**src/rtl/sl_bus_arbiter.sv**
```systemverilog
// sl_bus_arbiter: grants one slave-bus requester at a time and pulls its frame
// (cmd, EID, LEN, LEN payload bytes) byte-by-byte into a valid/ready byte stream
// towards the UART transmitter.
//
// Ports:
//   clk, rst            clock, asynchronous active-low reset
//   sl_arb_request      per-interface frame-pending request
//   sl_arb_grant        one-hot grant to the interface being serviced
//   sl_data             shared slave data bus (driven by granted interface)
//   sl_data_latch       one-cycle pulse: granted interface advances a byte
//   tx_data/tx_valid    byte to the UART, held until tx_ready
//   tx_ready            UART accepts the byte when tx_valid & tx_ready
//   busy                high from grant to frame end
//   frame_done          pulse on normal frame completion
//   err_truncated       pulse when the granted request drops mid-frame
//
// Build option: define SL_ARB_FIXED_PRIORITY_EN for fixed priority (index 0
// highest); default is round-robin starting after the last serviced index.

module sl_bus_arbiter #(
  parameter int unsigned NUM_REQ = 4
) (
  input  logic               clk,
  input  logic               rst,
  input  logic [NUM_REQ-1:0] sl_arb_request,
  output logic [NUM_REQ-1:0] sl_arb_grant,
  input  logic [7:0]         sl_data,
  output logic               sl_data_latch,
  output logic [7:0]         tx_data,
  output logic               tx_valid,
  input  logic               tx_ready,
  output logic               busy,
  output logic               frame_done,
  output logic               err_truncated
);

  localparam int unsigned IDX_W = (NUM_REQ > 1) ? $clog2(NUM_REQ) : 1;
  localparam int unsigned CNT_W = 9;

  typedef enum logic [2:0] {
    ST_IDLE,
    ST_GRANT,
    ST_LATCH,
    ST_SEND,
    ST_DONE
  } state_t;

  state_t           state;
  logic [IDX_W-1:0] idx;
  logic [IDX_W-1:0] pick_idx;
  logic             pick_vld;
  logic [CNT_W-1:0] cnt;
  logic [7:0]       len;
  logic             req_cur;
  logic             last_byte;

  assign req_cur   = sl_arb_request[idx];
  // cnt holds the number of bytes latched so far; only reaches 3+LEN once LEN is captured
  assign last_byte = (cnt == (CNT_W'(len) + CNT_W'(3)));

`ifdef SL_ARB_FIXED_PRIORITY_EN
  // Lowest set request index wins
  always_comb begin
    pick_idx = '0;
    pick_vld = 1'b0;
    for (int unsigned i = 0; i < NUM_REQ; i++) begin
      if (!pick_vld && sl_arb_request[i]) begin
        pick_vld = 1'b1;
        pick_idx = IDX_W'(i);
      end
    end
  end
`else
  logic [IDX_W-1:0] rr_ptr;
  logic [IDX_W-1:0] rr_j;

  // First set request searching upward from rr_ptr, wrapping modulo NUM_REQ
  always_comb begin
    pick_idx = '0;
    pick_vld = 1'b0;
    rr_j     = '0;
    for (int unsigned i = 0; i < NUM_REQ; i++) begin
      rr_j = IDX_W'((32'(rr_ptr) + i) % NUM_REQ);
      if (!pick_vld && sl_arb_request[rr_j]) begin
        pick_vld = 1'b1;
        pick_idx = rr_j;
      end
    end
  end
`endif

  // Frame sequencer with registered outputs
  always_ff @(posedge clk or negedge rst) begin
    if (!rst) begin
      state         <= ST_IDLE;
      idx           <= '0;
      cnt           <= '0;
      len           <= '0;
      sl_arb_grant  <= '0;
      sl_data_latch <= 1'b0;
      tx_data       <= '0;
      tx_valid      <= 1'b0;
      busy          <= 1'b0;
      frame_done    <= 1'b0;
      err_truncated <= 1'b0;
`ifndef SL_ARB_FIXED_PRIORITY_EN
      rr_ptr        <= '0;
`endif
    end else begin
      sl_data_latch <= 1'b0;
      frame_done    <= 1'b0;
      err_truncated <= 1'b0;
      case (state)
        ST_IDLE: begin
          if (pick_vld) begin
            idx          <= pick_idx;
            sl_arb_grant <= NUM_REQ'(1'b1) << pick_idx;
            busy         <= 1'b1;
            state        <= ST_GRANT;
          end
        end
        // settle cycle for the granted interface to drive sl_data
        ST_GRANT: state <= ST_LATCH;
        ST_LATCH: begin
          if (!req_cur) begin
            err_truncated <= 1'b1;
            sl_arb_grant  <= '0;
            busy          <= 1'b0;
            state         <= ST_DONE;
          end else begin
            tx_data       <= sl_data;
            tx_valid      <= 1'b1;
            sl_data_latch <= 1'b1;
            if (cnt == CNT_W'(2)) len <= sl_data;
            cnt           <= cnt + CNT_W'(1);
            state         <= ST_SEND;
          end
        end
        ST_SEND: begin
          if (tx_ready) begin
            tx_valid <= 1'b0;
            // completion wins: an interface may drop its request once its last byte is latched
            if (last_byte) begin
              frame_done   <= 1'b1;
              sl_arb_grant <= '0;
              busy         <= 1'b0;
              state        <= ST_DONE;
            end else if (!req_cur) begin
              err_truncated <= 1'b1;
              sl_arb_grant  <= '0;
              busy          <= 1'b0;
              state         <= ST_DONE;
            end else begin
              state <= ST_LATCH;
            end
          end
        end
        ST_DONE: begin
`ifndef SL_ARB_FIXED_PRIORITY_EN
          rr_ptr <= (idx == IDX_W'(NUM_REQ - 1)) ? '0 : idx + IDX_W'(1);
`endif
          cnt    <= '0;
          state  <= ST_IDLE;
        end
        default: state <= ST_IDLE;
      endcase
    end
  end

endmodule

```
**config.mk**
```make
export PLATFORM = sky130hd
export DESIGN_NAME = sl_bus_arbiter
export DESIGN_NICKNAME = d
export VERILOG_FILES = /design/src/rtl/sl_bus_arbiter.sv
export SDC_FILE = /design/constraint.sdc
export NUM_CORES = 1
export LEC_CHECK = 0
export BUFFER_PORTS_ARGS = -buffer_cell sky130_fd_sc_hd__buf_2
export CORE_MARGIN = 2
export CORE_UTILIZATION = 55
export DETAILED_ROUTE_END_ITERATION = 16
export GPL_TIMING_DRIVEN = 1
export PLACE_DENSITY = 0.77
export SLEW_MARGIN = 10
export SYNTH_ARGS = -nofsm -noshare
export SYNTH_HDL_FRONTEND = slang
export SYNTH_SLANG_ARGS = --single-unit
```
**constraint.sdc**
```tcl
create_clock -name clk -period 3.5 [get_ports clk]
set_input_delay 0 -clock clk [delete_from_list [all_inputs] [get_ports clk]]
set_output_delay 0 -clock clk [all_outputs]
set_load 0.05 [all_outputs]
```
# --- Yosys cells after proc, flatten, opt, wreduce, memory -nomap -nowiden ---
# Index checks and enable logic that the tools add are counted.
# Widths: inputs -> output; s select.
word_totals:
  ff_bits: 41
  inputBits: 15
  out_inout_bits: 17
  wordCells: 100
op_classes:
  add_sub_neg: 6
  magnitude_cmp: 5
  eq_ne: 10
  shifts: 1
  muxes: 49
  n_reduce_logical: 17
op_table:
  columns: ["op", "n"]
  rows:
  - ["$mux 1", 23]
  - ["$pmux 9 s2", 1]
  - ["$mux 4", 4]
  - ["$lt 2x3->1 const B", 5]
  - ["$mux 3", 5]
  - ["$pmux 3 s4", 1]
  - ["$pmux 4 s3", 1]
  - ["$bmux 1 s2", 5]
  - ["$mux 2", 5]
  - ["$add 8x2->9 const B", 1]
  - ["$add 9x1->9 const B", 1]
  - ["$eq 9x2->1 const B", 1]
  - ["$eq 9x9->1", 1]
  - ["$mux 9", 1]
  - ["$reduce_and 3->1", 3]
  - ["$reduce_and 2->1", 4]
  - ["$eq 3x2->1 const B", 2]
  - ["$ne 2x2->1 const B", 3]
  - ["$add 2x1->2 const B", 2]
  - ["$add 2x2->2 const B", 2]
  - ["$pmux 1 s2", 2]
  - ["$reduce_bool 2->1", 2]
  - ["$shl 1x2->4 const A", 1]
  - ["$eq 3x1->1 const B", 1]
  - ["7 further kinds", 11]

# --- Longest topological paths before layout ---
# Gate-level depths: netlist (run 1).
logic_depth:
  word_depth: 15
  depth_mapped: 9
  depth_no_buf: 8

# --- Worst setup path after synthesis (run 1) ---
# No wires, ideal clock.
synth_timing:
  kind: "flip-flop to flip-flop"
  startpoint: "reg idx[0]"
  endpoint: "reg len[0]"
  setup_time_ns: 0.125
  t_arrival_ns: 1.836
  required_time_ns: 3.375
  slack_ns: 1.540
  stages_incl_launch_ff: 8
  n_path_buf: 1
  synth_period_minus_slack_ns: 1.960
  cell_sequence: "dfrtp_1 -> mux4_2 -> and2_1 -> buf_4 -> nand2_4 -> clkinv_4 -> nand3_2 -> mux2_2"
synth_via:
  elab_chain_cells: 3
synth_lines:
  columns: ["item", "line", "rtl"]
  rows:
  - ["start: declaration", "49", "logic [IDX_W-1:0] idx;"]
  - ["start signal: assignment", "116", "idx <= pick_idx;"]
  - ["$bmux 1 s2", "57", "assign req_cur = sl_arb_request[idx];"]
  - ["$mux 1 (not written as such)", "57", null]
  - ["$reduce_and 3->1 (no line)", null, null]
  - ["end signal: assignment", "134", "if (cnt == CNT_W'(2)) len <= sl_data;"]
  - ["end: declaration", "53", "logic [7:0] len;"]
# Every way passes these cells. The select of a mux whose other input is x is not followed.
# A chain may end at the register's enable or synchronous reset.

# --- Final worst setup path (run 1) ---
layout_timing:
  startpoint: "reg idx[0]"
  endpoint: "reg len[3]"
# The elaborated chain is that of the path after synthesis.

==> results of run 1 <==
## logic make-up (layout without fill, tap and decap cells)
family | count (synthesis) | after routing | synth area share, %
mux | 13 | 13 | 7.082
fa+ha+maj | 4 | 4 | 2.285
xor+xnor | 16 | 16 | 6.397
buf+inv | 17 | 60 | 3.369
flops | 41 | 41 | 46.83
compound gates | 43 | 43 | 12.79
simple gates | 88 | 88 | 21.24
## power groups by stage
stage / Clock (W) / Sequential (W) / Combinational, W
after floorplan: 0 / 0.00107 / 0.000589
after global placement: 0 / 0.000838 / 0.00104
after detailed placement: 0 / 0.000844 / 0.00105
after CTS: 0.000387 / 0.000836 / 0.00107
after global routing: 0.000416 / 0.000865 / 0.00117
final: 0.000381 / 0.000839 / 0.00106
## placed cells by master, fill, tap and decap left out, types with 9 or more instances in the layout
master	Yosys	routed
dfrtp_1	41	41
o21ai_0	17	17
inv_1	10	10
mux2_2	10	10
dlygate4sd3_1	0	10
nor2_1	12	12
a21oi_1	11	11
nand2_1	44	44
buf_2	0	31
xnor2_1	9	9
## routing by layer
metal,up-vias,track usage (%)
met4,0,7.653
met1,835,34.83
met2,37,34.03
li1,861,-
met3,7,5.743
met5,-,0
## registers in the layout (all words and copies together) (netlist names)
signal and flops:
cnt 9, tx_data 8, sl_data_latch 1, busy 1, len 8, tx_valid 1
err_truncated 1, state 3, sl_arb_grant 4, frame_done 1, rr_ptr 2, idx 2
## repair_timing
action	CTS	global route
endpoints found under the hold margin	59	0
setup buffers	0	0
hold buffers	10	0
## worst max-delay path by stage
| stage | startpoint | endpoint | slack (ps) | cells after the start |
|---|---|---|---|---|
| finish | idx[0] | len[3] | 1240 | 6 |
| global route | idx[0] | len[1] | 1090 | 6 |
| CTS | idx[0] | len[6] | 1220 | 6 |
| detailed placement | idx[0] | len[3] | 1230 | 6 |
| global placement | idx[0] | len[7] | 1280 | 6 |
| floorplan | idx[0] | len[0] | 1540 | 7 |
## worst reg2reg max path, delay by kind of cell, from the launching register on
| kind | cells | cell delay, ps |
|---|---|---|
| buffers and inverters | 1 | 160 |
| and+or+nand+nor | 3 | 670 |
| DFF | 1 | 400 |
| muxes | 2 | 920 |
## layout make-up
| type | instances | area, sq um |
|---|---|---|
| Timing Repair Buffer | 41 | 255.2 |
| Multi-Input combinational cell | 164 | 1091 |
| Clock inverter | 2 | 38.79 |
| Clock buffer | 6 | 72.57 |
| Inverter | 11 | 46.29 |
| Tap cell | 48 | 60.06 |
| Sequential cell | 41 | 1026 |
| Fill cell | 304 | 1154 |
## synth_stat cells (2+ instances only)
| cell | number | area, sq um |
|---|---|---|
| xnor2_1 | 9 | 78.83 |
| and2_1 | 2 | 12.51 |
| nand4_1 | 3 | 18.77 |
| ha_1 | 4 | 50.05 |
| a31oi_1 | 2 | 12.51 |
| dfrtp_1 | 41 | 1026 |
| mux2_2 | 10 | 112.6 |
| xor2_1 | 7 | 61.31 |
| mux2i_1 | 2 | 20.02 |
| nand3_1 | 2 | 10.01 |
| inv_1 | 10 | 37.54 |
| o21ai_0 | 17 | 85.08 |
| or3_1 | 3 | 18.77 |
| nand3b_1 | 2 | 15.01 |
| o31ai_1 | 4 | 30.03 |
| nand2_1 | 44 | 165.2 |
| a21oi_1 | 11 | 55.05 |
| clkbuf_1 | 4 | 15.01 |
| nand2b_1 | 4 | 25.02 |
| nor4_1 | 3 | 18.77 |
| nor2_1 | 12 | 45.04 |
| and3_1 | 2 | 12.51 |
## metrics by stage
step | hold slack (ps) | setup slack [ps]
floorplan | -295.6 | 1540
global placement | 166.6 | 1275
detailed placement | 173.3 | 1234
CTS | 256.1 | 1215
global route | 282.5 | 1093
finish | 263.4 | 1238
==> results_dict.tcl, run 1 <==
set metrics [dict create \
    ys_ff_latch 41 \
    utilization_pct 69.18 \
    drt-vias-per-instance 5.559 \
    critPathTopFamily "multiplexers" \
    r2r_setup_slack_ps 1240 \
    num_antenna_cells 0 \
    crit_path_end_kind "register" \
    start_kind "register" \
    path_cells "mux4_2 > and2_1 > nand2_4 > clkinv_4 > nand3_2 > mux2_2" \
    status "finished, final reports clean" \
    cts_buffers 5 \
    clockRootBuffer "clkbuf_8" \
    wl_met3_um 172 \
    ys_seq_area_share_pct 46.83 \
    wl_met1_mm 2.218 \
    synth.avg_cell_area_sq_um 9.869 \
    leakage_nw 1.218 \
    met2_length_mm 1.948 \
    tns_ps 0 \
    cp.arrival_ps 2450 \
    clk_path_buf_depth 2 \
    wirelength_mm 4.402 \
    antenna_found_initial 0 \
    power.share.clock_pct 16.7 \
    power_density_nw_per_um2 881.6 \
    max_stage_delay_ps 560 \
    grt_overflow 0 \
    top_layer "met4" \
    holdPathEnd "idx[1]" \
    post-route-min-period_ps 2262 \
    power_w 0.002283 \
    synthesis.instances 222 \
    yosysWarnings 0 \
    grtUsageTotal_pct 23.59 \
    ys_async_sr_fraction_pct 100.0 \
    final_area_sq_um 2590 \
    hold_path_class "in2reg" \
    fin_worst_skew_ps 8.025 \
    fin_crit_sh_pct 64.63 \
    layout-area-overhead-vs-synth_pct 18.22 \
    synth_area_sq_um 2191 \
    placement_rows 22 \
    initial_core_util_pct 58.52 \
    drtIter0Drc 95 \
    h-tree-depth 2 \
    fp.coreArea_sq_um 3744 \
    finalHoldViolCount 0 \
    die_x_um 67.12 \
    critPathBufInv 1 \
    critPathKind "reg2reg" \
    finalMaxSlewViolations 0 \
    r2r_start "idx[0]" \
    switching_share_pct 46.13 \
    slew_headroom_pct 41.14 \
    dr.pass1.iters 4 \
    cts_tree "yes" \
    clock_sinks 41 \
    p_sw_w 0.001053 \
    gp_congestion 0.8376 \
    worstPathRequired_ps 3680 \
    cp_max_fo 15 \
    cts.clk_slew.worst_paths_ps 80 \
    clock_latency_ps 300 \
    ant_nets 0 \
    cts-resized-gates 0 \
    min-delay-start "sl_arb_request[0]" \
    dp_cells 295 \
    critPathSlowestCell "mux4_2" \
    grt_pass1_vias 1645 \
    r2r_end "len[3]" \
    dieArea_sq_um 4504 \
    worstMarginPinSlew_ps 882.9 \
    fin_cells 313 \
    maxCapViolations 0 \
    fin_nets 283 \
    synth_nets 241 \
    whs_path_depth 3 \
    final_layout_size_suffix_gt1_share_pct 21.51 \
    synth-edff-count 0 \
    reg2regPathDepth 6 \
    p_comb_share_pct 46.6 \
    grt_pass1_wl_mm 7.824 \
    dp_hpwl_mm 3.032 \
    synthFlopType "dfrtp_1" \
    max_freq_mhz 442.1 \
    rsz0062_at_grt "no" \
    p_int_w 0.001230 \
    setup_viol 0 \
    drc 0 \
    port-buffer-count 31 \
    wl_per_cell_um 14.06 \
    dpl_cell_area_sq_um 2379 \
    grt_max_degree 42 \
    synth.distinct_cells 46 \
    seqPwrFrac_pct 36.7 \
    die_h_um 67.12 \
    top_level_ports 32 \
    peakVddDrop_v 0.0005361 \
    vias 1740 \
]
No activity file was read; power rests on OpenSTA's default activity.
==> run 2: changes to the inputs <==
- clock period: 3.5 -> 2.3 ns (I/O delays scaled with it)
==> run 2 against run 1 <==
Against the previous run:
- clock skew is 3.6 ps lower
- worst hold slack got worse by 10 ps
- global-route usage is 0.93 points lower
- final cell count rose by 1.3%
- maximum frequency increased by 4.5%
- design area is 1.4% higher
- via count up 1.3%
==> results_dict.tcl, run 2 (synthesized netlist as in run 1, its figures left out) <==
set metrics [dict create \
    antenna_found_initial 0 \
    power_density_nw_per_um2 1350 \
    cts_tree "yes" \
    post-cts-setup-buffers 0 \
    worstMarginPinSlew_ps 904.7 \
    rsz0062_at_grt "no" \
    max_stage_delay_ps 560 \
    largest_register "cnt" \
    critPathTopFamily "multiplexers" \
    placement_rows 22 \
    largest_reg_flops 9 \
    slew_headroom_pct 39.68 \
    drtIter0Drc 159 \
    dp_hpwl_mm 3.030 \
    whs_ps 253.0 \
    p_sw_w 0.001608 \
    initial_core_util_pct 58.52 \
    switching_share_pct 45.33 \
    cp_max_fo 15 \
    cp.arrival_ps 2350 \
    fill_cells 306 \
    final_area_sq_um 2628 \
    die_h_um 67.12 \
    dp_cells 299 \
    layout-area-overhead-vs-synth_pct 19.93 \
    grt_max_degree 42 \
    final_common_cell "nand2_1" \
    worstPathRequired_ps 2490 \
    peakVddDrop_v 0.0009300 \
    clock_latency_ps 300 \
    max_freq_mhz 461.8 \
    num_antenna_cells 0 \
    drc 0 \
    finalMaxSlewViolations 0 \
    gp_congestion 0.7867 \
    die_x_um 67.12 \
    grt_pass1_wl_mm 7.465 \
    vias 1763 \
    wirelength_mm 4.485 \
    tns_ps 0 \
    power.share.clock_pct 17.1 \
    r2r_setup_slack_ps 130 \
    seqPwrFrac_pct 35.4 \
    ant_nets 0 \
    dpl_cell_area_sq_um 2409 \
    clockRootBuffer "clkbuf_8" \
    post-route-min-period_ps 2166 \
    critPathSlowestCell "mux4_2" \
    fin_worst_skew_ps 4.467 \
    cts_buffers 5 \
    port-buffer-count 31 \
    start_kind "register" \
    final_cell_mix "nand2_1, dfrtp_1, buf_2" \
    h-tree-depth 2 \
    grt_pass1_vias 1597 \
    fp.coreArea_sq_um 3744 \
    final_layout_size_suffix_gt1_share_pct 23.05 \
    hold_path_class "in2reg" \
    top_regs "cnt: 9 flops, len: 8 flops, tx_data: 8 flops" \
    path_cells "mux4_2 > and2_1 > nand2_4 > clkinv_4 > nand3_2 > mux2_2" \
    fin_nets 287 \
    fin_crit_sh_pct 94.16 \
    setup_viol 0 \
    fin_cells 317 \
    drt-vias-per-instance 5.562 \
    grtUsageTotal_pct 22.67 \
    dieArea_sq_um 4504 \
    grt_overflow 0 \
    p_comb_share_pct 47.4 \
    wl_per_cell_um 14.15 \
    regArea_sq_um 1026 \
    multi_input_area_sq_um 1094 \
    p_int_w 0.001940 \
    crit_path_end_kind "register" \
    cts.clk_slew.worst_paths_ps 80 \
    maxCapViolations 0 \
    finalHoldViolCount 0 \
    critPathKind "reg2reg" \
    critPathBufInv 1 \
    leakage_nw 1.240 \
    clock_sinks 41 \
    clk_path_buf_depth 2 \
    status "finished, final reports clean" \
    dr.pass1.iters 4 \
    top_level_ports 32 \
]
==> run 2: cell count changes in the layout (fill, tap and decap cells not counted), sizes merged <==
cell / previous run / this run
buf: 31 / 35
clkbuf: 6 / 7
clkinv: 2 / 1
==> run 2: power by group through the flow <==
stage / Combinational (W) / Sequential, W / Clock (W)
finish: 0.00168 / 0.00126 / 0.000608
floorplan: 0.000896 / 0.00163 / 0
global route: 0.00184 / 0.00130 / 0.000639
global placement: 0.00163 / 0.00125 / 0
CTS: 0.00168 / 0.00125 / 0.000618
detailed placement: 0.00166 / 0.00126 / 0
==> run 2: path summary, 6_finish.rpt <==
check                                       start         end  cells after the start
worst min-delay path            sl_arb_request[0]      idx[1]                      3
max in group asynchronous                     rst      idx[1]                      2
worst max register to register             idx[0]      len[0]                      6
worst max-delay path                       idx[0]      len[0]                      6
worst min register to register         tx_data[3]  tx_data[3]                      2
min in group asynchronous                     rst  tx_data[1]                      2
==> run 2: metal layers <==
layer / track usage [%] / wire length (um) / vias to the layer above
li1: - / - / 865
met1: 32.02 / 2187 / 839
met2: 32.80 / 1949 / 49
met3: 5.912 / 249 / 10
met4: 9.949 / 99 / 0
met5: 0 / 0 / -
==> run 2: final cells by class <==
class | instances | area share, %
multi-input cells | 164 | 41.62
flip-flops and latches | 41 | 39.05
well taps | 48 | 2.286
repair buffers | 45 | 10.86
clock buffers | 7 | 3.286
clock inverters | 1 | 1.143
inverters | 11 | 1.762
==> run 2: through the flow <==
step	power, W	setup slack [ps]	util [%]
4_1_cts	0.003550	112.2	70.12
5_1_grt	0.003781	42.50	70.19
6_report	0.003548	134.4	70.19
3_3_place_gp	0.002887	174.7	64.34
2_1_floorplan	0.002522	339.5	-
3_5_place_dp	0.002923	135.7	64.34
==> run 2: worst register-to-register path, delay by kind of cell, from the launching register on <==
family,cells,cell delay (ps)
simple gates,3,610
mux,2,920
buf+inv,1,130
flops,1,400
==> run 2: repair_timing <==
| action | in CTS | in global routing |
|---|---|---|
| hold buffers | 10 | 0 |
| hold endpoints to repair | 59 | 0 |
| endpoints found under the setup margin | 0 | 1 |
| resized for setup | 0 | 1 |
